<file path="src/rtl/mem_pkg.sv">
// Shared encodings for the MEM-stage load/store unit: access type codes, FSM states,
// captured command payload and decode helpers.
package mem_pkg;

   localparam int unsigned XLEN = 32;
   localparam int unsigned BE_W = XLEN / 8;

   typedef enum logic [3:0] {
      SL_NONE = 4'd0,
      SL_LB   = 4'd1,
      SL_LH   = 4'd2,
      SL_LW   = 4'd3,
      SL_LBU  = 4'd4,
      SL_LHU  = 4'd5,
      SL_SB   = 4'd6,
      SL_SH   = 4'd7,
      SL_SW   = 4'd8
   } sl_type_e;

   typedef enum logic [1:0] {
      IDLE   = 2'd0,
      REQ    = 2'd1,
      WAIT_R = 2'd2,
      DONE   = 2'd3
   } lsu_state_e;

   typedef struct packed {
      logic            we;
      sl_type_e        sl_type;
      logic [XLEN-1:0] addr;
      logic [BE_W-1:0] be;
      logic [XLEN-1:0] wdata;
   } lsu_cmd_t;

   function automatic logic is_load(input sl_type_e t);
      return (t == SL_LB) || (t == SL_LH) || (t == SL_LW) || (t == SL_LBU) || (t == SL_LHU);
   endfunction

   function automatic logic is_store(input sl_type_e t);
      return (t == SL_SB) || (t == SL_SH) || (t == SL_SW);
   endfunction

   function automatic logic is_half(input sl_type_e t);
      return (t == SL_LH) || (t == SL_LHU) || (t == SL_SH);
   endfunction

   function automatic logic is_word(input sl_type_e t);
      return (t == SL_LW) || (t == SL_SW);
   endfunction

endpackage

</file>
<file path="src/rtl/mem_load_align.sv">
// Extracts the addressed byte/half from a read word and sign- or zero-extends it.
module mem_load_align
   import mem_pkg::*;
(
   input  sl_type_e        sl_type,
   input  logic [1:0]      byte_off,
   input  logic [XLEN-1:0] rdata,
   output logic [XLEN-1:0] load_data_c
);

   logic [XLEN-1:0] shifted;

   always_comb begin
      shifted = rdata >> {byte_off, 3'b000};
      case (sl_type)
         SL_LB:   load_data_c = {{(XLEN-8){shifted[7]}}, shifted[7:0]};
         SL_LBU:  load_data_c = {{(XLEN-8){1'b0}}, shifted[7:0]};
         SL_LH:   load_data_c = {{(XLEN-16){shifted[15]}}, shifted[15:0]};
         SL_LHU:  load_data_c = {{(XLEN-16){1'b0}}, shifted[15:0]};
         default: load_data_c = rdata;
      endcase
   end

endmodule

</file>
<file path="src/rtl/mem_lsu.sv">
// MEM-stage load/store unit: request/grant/response data bus master with pipeline stall.
// Define MEM_MISALIGN_TRAP_EN to trap misaligned accesses instead of masking the low address bits.
module mem_lsu
   import mem_pkg::*;
(
   input  logic            clk,
   input  logic            rst_n,
   input  logic            instr_valid_mem_i,
   input  logic            dram_we_mem_i,
   input  logic [3:0]      sl_type_mem_i,
   input  logic [XLEN-1:0] alu_result_mem_i,
   input  logic [XLEN-1:0] rD2_mem_i,
   output logic            dram_req_o,
   output logic            dram_we_o,
   output logic [XLEN-1:0] dram_addr_o,
   output logic [BE_W-1:0] dram_be_o,
   output logic [XLEN-1:0] dram_wdata_o,
   input  logic            dram_gnt_i,
   input  logic            dram_rvalid_i,
   input  logic [XLEN-1:0] dram_rdata_i,
   output logic            mem_stall_o,
   output logic [XLEN-1:0] load_data_o,
   output logic            load_valid_o,
   output logic            misalign_o
);

   lsu_state_e      state_q, state_d;
   lsu_cmd_t        cmd_q, cmd_d;
   sl_type_e        ty_c;
   logic            access_c;
   logic            misalign_c;
   logic            req_d, load_valid_d, misalign_d;
   logic [XLEN-1:0] load_data_c;

   // Decode the EX/MEM command and build the bus payload
   always_comb begin
      ty_c          = sl_type_e'(sl_type_mem_i);
      access_c      = instr_valid_mem_i && (dram_we_mem_i ? is_store(ty_c) : is_load(ty_c));
      cmd_d         = '0;
      cmd_d.we      = dram_we_mem_i;
      cmd_d.sl_type = ty_c;
      cmd_d.addr    = alu_result_mem_i;
      if (is_half(ty_c)) cmd_d.addr[0] = 1'b0;
      if (is_word(ty_c)) cmd_d.addr[1:0] = 2'b00;
      if (is_word(ty_c))      cmd_d.be = '1;
      else if (is_half(ty_c)) cmd_d.be = cmd_d.addr[1] ? 4'b1100 : 4'b0011;
      else                    cmd_d.be = BE_W'(1) << cmd_d.addr[1:0];
      if (dram_we_mem_i) begin
         case (ty_c)
            SL_SB:   cmd_d.wdata = {4{rD2_mem_i[7:0]}};
            SL_SH:   cmd_d.wdata = {2{rD2_mem_i[15:0]}};
            SL_SW:   cmd_d.wdata = rD2_mem_i;
            default: cmd_d.wdata = '0;
         endcase
      end
   end

`ifdef MEM_MISALIGN_TRAP_EN
   assign misalign_c = (is_half(ty_c) && alu_result_mem_i[0]) ||
                       (is_word(ty_c) && (alu_result_mem_i[1:0] != 2'b00));
`else
   assign misalign_c = 1'b0;
`endif

   // Next-state, stall and registered-output next values
   always_comb begin
      state_d      = state_q;
      req_d        = 1'b0;
      load_valid_d = 1'b0;
      misalign_d   = 1'b0;
      mem_stall_o  = 1'b0;
      case (state_q)
         IDLE: begin
            if (access_c) begin
               mem_stall_o = 1'b1;
               if (misalign_c) begin
                  state_d    = DONE;
                  misalign_d = 1'b1;
               end else begin
                  state_d = REQ;
                  req_d   = 1'b1;
               end
            end
         end
         REQ: begin
            mem_stall_o = 1'b1;
            if (dram_gnt_i) state_d = cmd_q.we ? DONE : WAIT_R;
            else            req_d   = 1'b1;
         end
         WAIT_R: begin
            mem_stall_o = 1'b1;
            if (dram_rvalid_i) begin
               state_d      = DONE;
               load_valid_d = 1'b1;
            end
         end
         DONE:    state_d = IDLE;
         default: state_d = IDLE;
      endcase
   end

   always_ff @(posedge clk or negedge rst_n) begin
      if (!rst_n) begin
         state_q      <= IDLE;
         cmd_q        <= '0;
         dram_req_o   <= 1'b0;
         load_valid_o <= 1'b0;
         misalign_o   <= 1'b0;
         load_data_o  <= '0;
      end else begin
         state_q      <= state_d;
         dram_req_o   <= req_d;
         load_valid_o <= load_valid_d;
         misalign_o   <= misalign_d;
         if (state_q == IDLE && access_c && !misalign_c) cmd_q <= cmd_d;
         if (load_valid_d) load_data_o <= load_data_c;
      end
   end

   assign dram_we_o    = cmd_q.we;
   assign dram_addr_o  = {cmd_q.addr[XLEN-1:2], 2'b00};
   assign dram_be_o    = cmd_q.be;
   assign dram_wdata_o = cmd_q.wdata;

   mem_load_align u_align (
      .sl_type     (cmd_q.sl_type),
      .byte_off    (cmd_q.addr[1:0]),
      .rdata       (dram_rdata_i),
      .load_data_c (load_data_c)
   );

endmodule

</file>
<file path="config.mk">
export PLATFORM = sky130hd
export DESIGN_NAME = mem_lsu
export DESIGN_NICKNAME = d
export VERILOG_FILES = /design/src/rtl/mem_pkg.sv /design/src/rtl/mem_load_align.sv /design/src/rtl/mem_lsu.sv
export SDC_FILE = /design/constraint.sdc
export NUM_CORES = 1
export LEC_CHECK = 0
export BUFFER_PORTS_ARGS = -buffer_cell sky130_fd_sc_hd__buf_4
export CAP_MARGIN = 20
export CORE_MARGIN = 4
export CORE_UTILIZATION = 52
export CTS_CLUSTER_SIZE = 8
export DETAILED_ROUTE_END_ITERATION = 7
export PLACE_DENSITY_LB_ADDON = 0.2
export RECOVER_POWER = 50
export SKIP_CTS_REPAIR_TIMING = 1
export SYNTH_ARGS = -nofsm -noshare
export SYNTH_HDL_FRONTEND = slang
export SYNTH_HIERARCHICAL = 1
export SYNTH_SLANG_ARGS = --single-unit
export TNS_END_PERCENT = 10
</file>
<file path="constraint.sdc">
create_clock -name clk -period 2.26 [get_ports clk]
set_input_delay 0.339 -clock clk [delete_from_list [all_inputs] [get_ports clk]]
set_output_delay 0.339 -clock clk [all_outputs]
set_load 0.05 [all_outputs]
</file>
==> results.py, run 1 <==
metrics = {
    "logic_synthesis": {
        "synth_area_mm2": 0.006445,
        "seq_area_frac_synth_pct": 42.32,
        "async_flop_share_pct": 100.0,
        "syn_avg_cell_area_um2": 10.30,
        "synth_top_flop_cell": "dfrtp_1",
        "synth-seq-cells": 109,
        "ys_warn_count": 6,
        "netlist_instances": 626,
        "ys_types": 52,
        "synth_edf_count": 0,
    },
    "floorplan": {
        "initial_core_util_pct": 53.43,
        "die_w_um": 119.3,
        "core-area_mm2": 0.01206,
        "ios": 211,
        "num_rows": 40,
        "die_h_um": 119.3,
        "dieArea_mm2": 0.01424,
    },
    "timing": {
        "maxSlewViolCount": 0,
        "hold_viol": 0,
        "setup_viol": 0,
        "min_period_ns": 2.098,
        "timing.slew.headroom_pct": 44.68,
        "setup_tns_ns": 0,
        "finClkSkew_ns": 0.005129,
        "rsz0062_at_grt": "false",
        "setup_slack_ns": 0.1617,
        "clock.fmax_ghz": 0.4766,
        "whs_ns": 0.2211,
        "period_share_pct": 92.85,
        "worst_slew_pin_slew_ns": 0.8297,
    },
    "route": {
        "m1WireLength_um": 6928,
        "drtIter0Drc": 360,
        "top_layer_used": "met4",
        "ant_nets": 0,
        "wire_per_inst_um": 16.81,
        "post_drt_via_cell_ratio": 5.308,
        "wl_met2_um": 7296,
        "first_pass_iters": 5,
        "drc": 0,
        "routed_wl_um": 15630,
        "dr_total_vias": 4936,
        "wl_met3_um": 1062,
    },
    "global_routing": {
        "grt_max_degree": 66,
        "grt_pass1_wl_um": 25120,
        "grt_usage_pct": 21.56,
        "antenna_found_initial": 0,
        "gr-total-overflow": 0,
        "grt_pass1_vias": 4965,
    },
    "pwr": {
        "netSwitchingFraction_pct": 48.30,
        "p_int_mw": 5.835,
        "power_density_mw_per_mm2": 1459,
        "power_mw": 11.29,
        "clkPwrFrac_pct": 14.0,
        "seqPwrFrac_pct": 29.0,
        "comb_power_share_pct": 57.1,
        "p_sw_mw": 5.452,
        "power_leakage_nw": 3.723,
        "ir_drop_mv": 0.9101,
    },
    "clock_network": {
        "clock-sinks": 109,
        "cts.path.max_buffers": 2,
        "clk-insertion-delay-late_ns": 0.34,
        "path_clk_slew_ns": 0.07,
        "tritoncts": "done",
        "htree_num_levels": 3,
        "numCtsBuffers": 9,
        "cts-root-buf": "clkbuf_16",
    },
    "worst_setup_path": {
        "cp.arrival_ns": 2.33,
        "cp-start-kind": "flip-flop",
        "required_ns": 2.49,
        "r2r_end": "load_data_o[14]$_DFFE_PN0P_",
        "end_kind": "flip-flop",
        "reg2reg_depth": 5,
        "r2r_slack_ns": 0.16,
        "cp_max_fo": 15,
        "worst-setup-path-type": "reg -> reg",
        "timing.rr.start": "cmd_q[68]$_DFFE_PN0P_",
    },
    "cells_and_area": {
        "seq_area_mm2": 0.002728,
        "final_util_pct": 64.15,
        "syn_to_final_growth_pct": 20.05,
        "num-fill-cells": 1077,
        "final_cell_area_mm2": 0.007737,
        "final_nets": 867,
        "final_cells": 930,
        "diodes": 0,
        "multi_input_area_mm2": 0.002858,
        "final_layout_size_suffix_gt1_share_pct": 37.66,
    },
    "outcome": {
        "status": "complete, no violations",
    },
    "placed_design": {
        "numPortBuffers": 207,
        "pre_cts_slack_ns": 0.1755,
        "dpl-instance-area_mm2": 0.007645,
        "dp.cells": 913,
        "gp_congestion": 0.9171,
        "hpwl_um": 11930,
    },
    "worst_hold_path": {
        "hold_class": "in -> reg",
        "hold_end": "dram_addr_o[11]$_DFFE_PN0P_",
        "worstHoldStart": "alu_result_mem_i[11]",
        "min_path_cells": 2,
    },
    "run": {
        "max_cap_violations": 0,
    },
}
-- worst max-delay path, cell delays in order (launching register included) --
cell and delay, ns:
dfrtp_1 0.50, o21a_2 0.33, nor3_4 0.41, buf_4 0.30, o221ai_1 0.15, mux2_2 0.30
-- flip-flops by register name, indices dropped and copies added, names as in the netlist --
name and flops:
dram_wdata_o 32, load_data_o 32, dram_addr_o 30, cmd_q 6, dram_be_o 4, state_q 2
dram_req_o 1, dram_we_o 1, load_valid_o 1
-- cell usage in the layout (no fill, tap or decap), types with 7 or more instances in the layout --
cell	Yosys	layout
mux2_2	36	36
inv_1	32	32
mux2_4	35	35
a2bb2oi_1	7	7
o221a_2	7	7
clkbuf_1	12	55
a21oi_1	23	22
o221ai_1	24	24
mux2i_1	9	9
nand2b_1	9	9
or2_2	7	7
nand2_1	94	94
buf_4	71	171
o41a_1	7	7
and2_1	8	8
clkbuf_16	0	9
dfrtp_1	109	109
o2111ai_1	7	7
o21ai_0	47	47
-- synthesized netlist by cell type, drive strengths merged (2+ instances only) --
master / n / area [um2]
inv: 32 / 120.1
and3: 2 / 12.51
and2: 8 / 50.05
o2111ai: 7 / 61.31
a21oi: 23 / 115.1
o21a: 3 / 23.77
mux2i: 9 / 90.09
nor2b: 5 / 31.28
ha: 4 / 50.05
o41a: 7 / 78.83
nor2: 6 / 22.52
and3b: 2 / 17.52
a2bb2oi: 8 / 76.32
nor3: 3 / 37.53
o221ai: 24 / 210.2
o221a: 7 / 78.83
buf: 98 / 713.2
clkbuf: 12 / 45.04
mux2: 71 / 930.9
nand2: 94 / 352.8
o21ba: 2 / 20.02
o21ai: 55 / 282.8
nand2b: 9 / 56.30
dfrtp: 109 / 2728
or2: 7 / 43.79
nor3b: 3 / 32.53
-- per-layer routing --
layer,up-vias,track usage [%]
met5,-,0
met4,0,8.232
met3,25,4.084
met2,184,34.33
met1,2351,29.25
li1,2376,-
-- how the worst max path moves through the flow --
stage | endpoint | cells past startpoint | from | slack (ns)
after CTS | load_data_o[22]$_DFFE_PN0P_ | 5 | cmd_q[68]$_DFFE_PN0P_ | 0.19
after detailed placement | dram_addr_o[31]$_DFFE_PN0P_ | 6 | sl_type_mem_i[2] | 0.18
after global routing | load_data_o[14]$_DFFE_PN0P_ | 5 | cmd_q[68]$_DFFE_PN0P_ | 0.06
final | load_data_o[14]$_DFFE_PN0P_ | 5 | cmd_q[68]$_DFFE_PN0P_ | 0.16
after global placement | dram_addr_o[31]$_DFFE_PN0P_ | 6 | sl_type_mem_i[2] | 0.23
after floorplan | mem_stall_o | 7 | sl_type_mem_i[0] | 0.05
-- cells by family (layout without fill, tap and decap cells) --
logic type      Yosys count  after routing  synth area share, %
compound gates          144            144                15.69
buf+inv                 142            276                13.63
fa+ha+maj                 4              4               0.7766
other cells               1              3              0.05819
simple gates            144            144                11.20
flops                   109            109                42.32
mux                      81             81                16.19
xor+xnor                  1              1               0.1359
-- cell type report --
type / instances / area share, %
Multi-Input combinational cell: 377 / 36.93
Sequential cell: 109 / 35.25
Timing Repair Buffer: 228 / 19.73
Clock buffer: 13 / 3.234
Tap cell: 168 / 2.717
Inverter: 32 / 1.552
Clock inverter: 3 / 0.5821
-- power by group through the flow --
stage | clock (mW) | combinational [mW] | sequential (mW)
2_1_floorplan | 0 | 4.49 | 4.19
4_1_cts | 1.61 | 6.79 | 3.28
3_3_place_gp | 0 | 6.67 | 3.28
3_5_place_dp | 0 | 6.78 | 3.31
6_report | 1.57 | 6.44 | 3.27
5_1_grt | 1.69 | 6.78 | 3.37
Power figures use the tool's default switching activity.
==> run 2: changes to the inputs <==
- RECOVER_POWER: 50 -> not set
==> run 2 against run 1 <==
First-iteration DRC count decreased by 1.4%. Final cell count unchanged. Sequential cell count unchanged. Maximum frequency increased by 1.0%. Total power increased by 2.8%. Highest routed layer unchanged. Hold slack improved by 0.00078 ns. Largest cell class unchanged. Die area unchanged.
==> results.py, run 2 (synthesis results as in run 1) <==
metrics = {
    "outcome": {
        "status": "complete, no violations",
    },
    "floorplan": {
        "die_w_um": 119.3,
        "initial_core_util_pct": 53.43,
        "dieArea_mm2": 0.01424,
        "core-area_mm2": 0.01206,
        "die_h_um": 119.3,
        "num_rows": 40,
        "ios": 211,
    },
    "clock_network": {
        "clk-insertion-delay-late_ns": 0.34,
        "cts.path.max_buffers": 2,
        "tritoncts": "done",
        "htree_num_levels": 3,
        "numCtsBuffers": 9,
        "clock-sinks": 109,
        "path_clk_slew_ns": 0.07,
        "cts-root-buf": "clkbuf_16",
    },
    "worst_setup_path": {
        "required_ns": 2.49,
        "timing.rr.start": "cmd_q[68]$_DFFE_PN0P_",
        "worst-setup-path-type": "reg -> reg",
        "end_kind": "flip-flop",
        "cp.arrival_ns": 2.30,
        "reg2reg_depth": 5,
        "cp_max_fo": 15,
        "r2r_end": "load_data_o[14]$_DFFE_PN0P_",
        "r2r_slack_ns": 0.18,
        "cp-start-kind": "flip-flop",
        "crit_slowest_cell": "dfrtp_1",
        "path_cells": "o21a_2 > nor3_4 > buf_4 > o221ai_1 > mux2_2",
        "max_stage_delay_ns": 0.50,
    },
    "timing": {
        "period_share_pct": 91.90,
        "setup_viol": 0,
        "rsz0062_at_grt": "false",
        "timing.slew.headroom_pct": 60.48,
        "whs_ns": 0.2219,
        "setup_slack_ns": 0.1831,
        "min_period_ns": 2.077,
        "setup_tns_ns": 0,
        "clock.fmax_ghz": 0.4815,
        "worst_slew_pin_slew_ns": 0.5910,
        "finClkSkew_ns": 0.005317,
        "hold_viol": 0,
        "maxSlewViolCount": 0,
    },
    "route": {
        "post_drt_via_cell_ratio": 5.309,
        "drc": 0,
        "drtIter0Drc": 355,
        "ant_nets": 0,
        "wire_per_inst_um": 16.67,
        "first_pass_iters": 5,
        "routed_wl_um": 15510,
        "dr_total_vias": 4937,
    },
    "global_routing": {
        "grt_usage_pct": 21.56,
        "grt_pass1_wl_um": 25120,
        "grt_pass1_vias": 4965,
        "antenna_found_initial": 0,
        "grt_max_degree": 66,
        "gr-total-overflow": 0,
    },
    "pwr": {
        "power_leakage_nw": 3.931,
        "power_density_mw_per_mm2": 1460,
        "ir_drop_mv": 0.9541,
    },
    "run": {
        "max_cap_violations": 0,
    },
    "cells_and_area": {
        "diodes": 0,
        "final_util_pct": 65.91,
        "final_nets": 867,
        "final_cell_mix": "225 x buf_4, 109 x dfrtp_1, 94 x nand2_1, 47 x o21ai_0, 36 x mux2_2",
        "final_layout_size_suffix_gt1_share_pct": 44.49,
        "final_common_cell": "buf_4",
        "syn_to_final_growth_pct": 23.35,
    },
    "placed_design": {
        "gp_congestion": 0.9171,
        "numPortBuffers": 207,
        "pre_cts_slack_ns": 0.1755,
        "hpwl_um": 11930,
    },
    "worst_hold_path": {
        "hold_class": "in -> reg",
        "min_path_cells": 2,
        "hold_end": "dram_addr_o[2]$_DFFE_PN0P_",
        "worstHoldStart": "alu_result_mem_i[2]",
    },
}
-- run 2: where the power goes --
group,switching (mW),internal (mW)
clock network,0.679,0.892
logic,4.20,2.56
registers,0.556,2.72
-- run 2: area by class of cell --
cell class                      count  area, um2
Inverter                           32      120.1
Tap cell                          168      210.2
Timing Repair Buffer              228       1739
Clock buffer                       13      250.2
Fill cell                        1018       4111
Multi-Input combinational cell    377       2858
Clock inverter                      3      45.04
Sequential cell                   109       2728
-- run 2: per-layer routing --
metal,vias to the layer above,share of wire [%],track usage [%]
li1,2379,-,-
met1,2353,44,29.25
met2,180,47,34.33
met3,25,6.8,4.084
met4,0,2.3,8.232
met5,-,0,0
-- run 2: per-stage QoR --
step                power (mW)  cell area (um2)  instances
finish                   11.60             7950        930
global route             12.18             7950        930
CTS                      11.68             7940        929
detailed placement       10.09             7645        913
global placement         9.944             7645        913
floorplan                8.681             6456        628
-- run 2: worst max-delay path by stage --
| stage | end | startpoint | depth (start not counted) | slack, ns |
|---|---|---|---|---|
| after global routing | load_data_o[14]$_DFFE_PN0P_ | cmd_q[68]$_DFFE_PN0P_ | 5 | 0.06 |
| after detailed placement | dram_addr_o[31]$_DFFE_PN0P_ | sl_type_mem_i[2] | 6 | 0.18 |
| after CTS | load_data_o[22]$_DFFE_PN0P_ | cmd_q[68]$_DFFE_PN0P_ | 5 | 0.19 |
| after floorplan | mem_stall_o | sl_type_mem_i[0] | 7 | 0.05 |
| after global placement | dram_addr_o[31]$_DFFE_PN0P_ | sl_type_mem_i[2] | 6 | 0.23 |
| final | load_data_o[14]$_DFFE_PN0P_ | cmd_q[68]$_DFFE_PN0P_ | 5 | 0.18 |
-- run 2: critical path: cells and delay by family, from the launching register on --
kind / cells / cell delay [ns]
DFF: 1 / 0.50
AOI/OAI and AO/OA: 2 / 0.48
and+or+nand+nor: 1 / 0.40
muxes: 1 / 0.30
buffers and inverters: 1 / 0.29
==> run 3: changes to the inputs <==
- CORE_UTILIZATION: 52 -> 28
==> run 3 against run 2 <==
Count of clock-buffer cells in the layout shrank 4. Maximum frequency shrank 1.3%. Die area is 79% higher. Largest power group unchanged. Via count decreased by 1.4%.
==> results.py, run 3 (synthesis results as in run 1) <==
metrics = {
    "outcome": {
        "status": "complete, no violations",
    },
    "worst_hold_path": {
        "hold_class": "in -> reg",
    },
    "cells_and_area": {
        "seq_area_mm2": 0.002728,
        "final_nets": 872,
        "diodes": 0,
        "final_cells": 1052,
        "final_layout_size_suffix_gt1_share_pct": 45.24,
        "final_cell_mix": "225 x buf_4, 109 x dfrtp_1, 94 x nand2_1, 47 x o21ai_0, 36 x mux2_2",
        "final_common_cell": "buf_4",
        "multi_input_area_mm2": 0.002858,
        "syn_to_final_growth_pct": 27.51,
        "num-fill-cells": 2296,
    },
    "global_routing": {
        "grt_usage_pct": 14.11,
        "grt_pass1_wl_um": 28710,
        "grt_max_degree": 40,
        "antenna_found_initial": 0,
        "grt_pass1_vias": 4978,
        "gr-total-overflow": 0,
    },
    "route": {
        "wire_per_inst_um": 17.38,
        "ant_nets": 0,
        "routed_wl_um": 18290,
        "drc": 0,
        "post_drt_via_cell_ratio": 4.627,
        "dr_total_vias": 4868,
        "drtIter0Drc": 228,
        "first_pass_iters": 5,
    },
    "timing": {
        "rsz0062_at_grt": "false",
        "maxSlewViolCount": 0,
        "timing.slew.headroom_pct": 56.73,
        "clock.fmax_ghz": 0.4751,
        "hold_viol": 0,
        "setup_viol": 0,
        "period_share_pct": 93.14,
        "setup_tns_ns": 0,
        "min_period_ns": 2.105,
        "worst_slew_pin_slew_ns": 0.6477,
        "finClkSkew_ns": 0.009433,
        "whs_ns": 0.1991,
    },
    "pwr": {
        "power_mw": 11.85,
        "ir_drop_mv": 0.5617,
        "power_density_mw_per_mm2": 1442,
        "power_leakage_nw": 3.998,
    },
    "worst_setup_path": {
        "required_ns": 1.92,
        "cp_max_fo": 7,
        "end_kind": "output pin",
        "cp-start-kind": "flip-flop",
        "cp.arrival_ns": 1.77,
        "worst-setup-path-type": "reg -> out",
        "r2r_slack_ns": 0.38,
    },
    "clock_network": {
        "numCtsBuffers": 9,
        "cts-root-buf": "clkbuf_16",
        "path_clk_slew_ns": 0.08,
        "tritoncts": "done",
        "clock-sinks": 109,
        "cts.path.max_buffers": 2,
        "clk-insertion-delay-late_ns": 0.36,
        "htree_num_levels": 3,
    },
    "floorplan": {
        "core-area_mm2": 0.02264,
        "num_rows": 55,
        "die_w_um": 159.7,
        "dieArea_mm2": 0.02551,
        "ios": 211,
        "die_h_um": 159.7,
        "initial_core_util_pct": 28.47,
    },
    "placed_design": {
        "dp.cells": 1035,
        "hpwl_um": 13840,
        "gp_congestion": 0.8463,
        "numPortBuffers": 207,
    },
    "run": {
        "max_cap_violations": 0,
    },
}
## run 3: critical path, cell delays in order, from the launching register on
cell and delay, ns:
dfrtp_1 0.43, inv_1 0.12, ha_1 0.26, o21ai_4 0.10, buf_4 0.18, a21oi_2 0.13, buf_4 0.20
## run 3: final timing paths
kind / startpoint / to / depth (start not counted)
max in group asynchronous: rst_n / dram_addr_o[3]$_DFFE_PN0P_ / 3
min: alu_result_mem_i[27] / dram_addr_o[27]$_DFFE_PN0P_ / 2
max: state_q[0]$_DFFE_PN0P_ / mem_stall_o / 6
max reg2reg: cmd_q[70]$_DFFE_PN0P_ / load_data_o[1]$_DFFE_PN0P_ / 5
min reg2reg: dram_wdata_o[8]$_DFFE_PN0P_ / dram_wdata_o[8]$_DFFE_PN0P_ / 2
min in group asynchronous: rst_n / load_data_o[3]$_DFFE_PN0P_ / 2
## run 3: layout make-up
cell class                      instances  area share, %
Timing Repair Buffer                  233          22.38
Multi-Input combinational cell        377          34.77
Sequential cell                       109          33.19
Clock inverter                          7          1.111
Inverter                               32          1.462
Clock buffer                            9          2.741
Tap cell                              285          4.339
## run 3: power breakdown
part,leakage [nW],switching [mW],internal [mW],total [mW]
Clock,0.151,0.824,0.887,1.71
Combinational,2.46,4.23,2.62,6.85
Sequential,1.38,0.576,2.71,3.29
## run 3: metal layers
layer  vias up  share of wire [%]  GRT usage [%]
li1       2380                  -              -
met4         0                1.1          3.787
met3        12                7.4          3.819
met2       171                 45          21.67
met5         -                  0              0
met1      2305                 46          19.67
## run 3: stage by stage
stage                     area (um2)  util (%)  worst slack, ns
after global routing            8218     36.30          0.03587
after global placement          7891     34.85           0.2983
after CTS                       8208     36.25           0.1281
after floorplan                 6456         -          0.05437
final                           8218     36.30           0.1551
after detailed placement        7891     34.85           0.2877
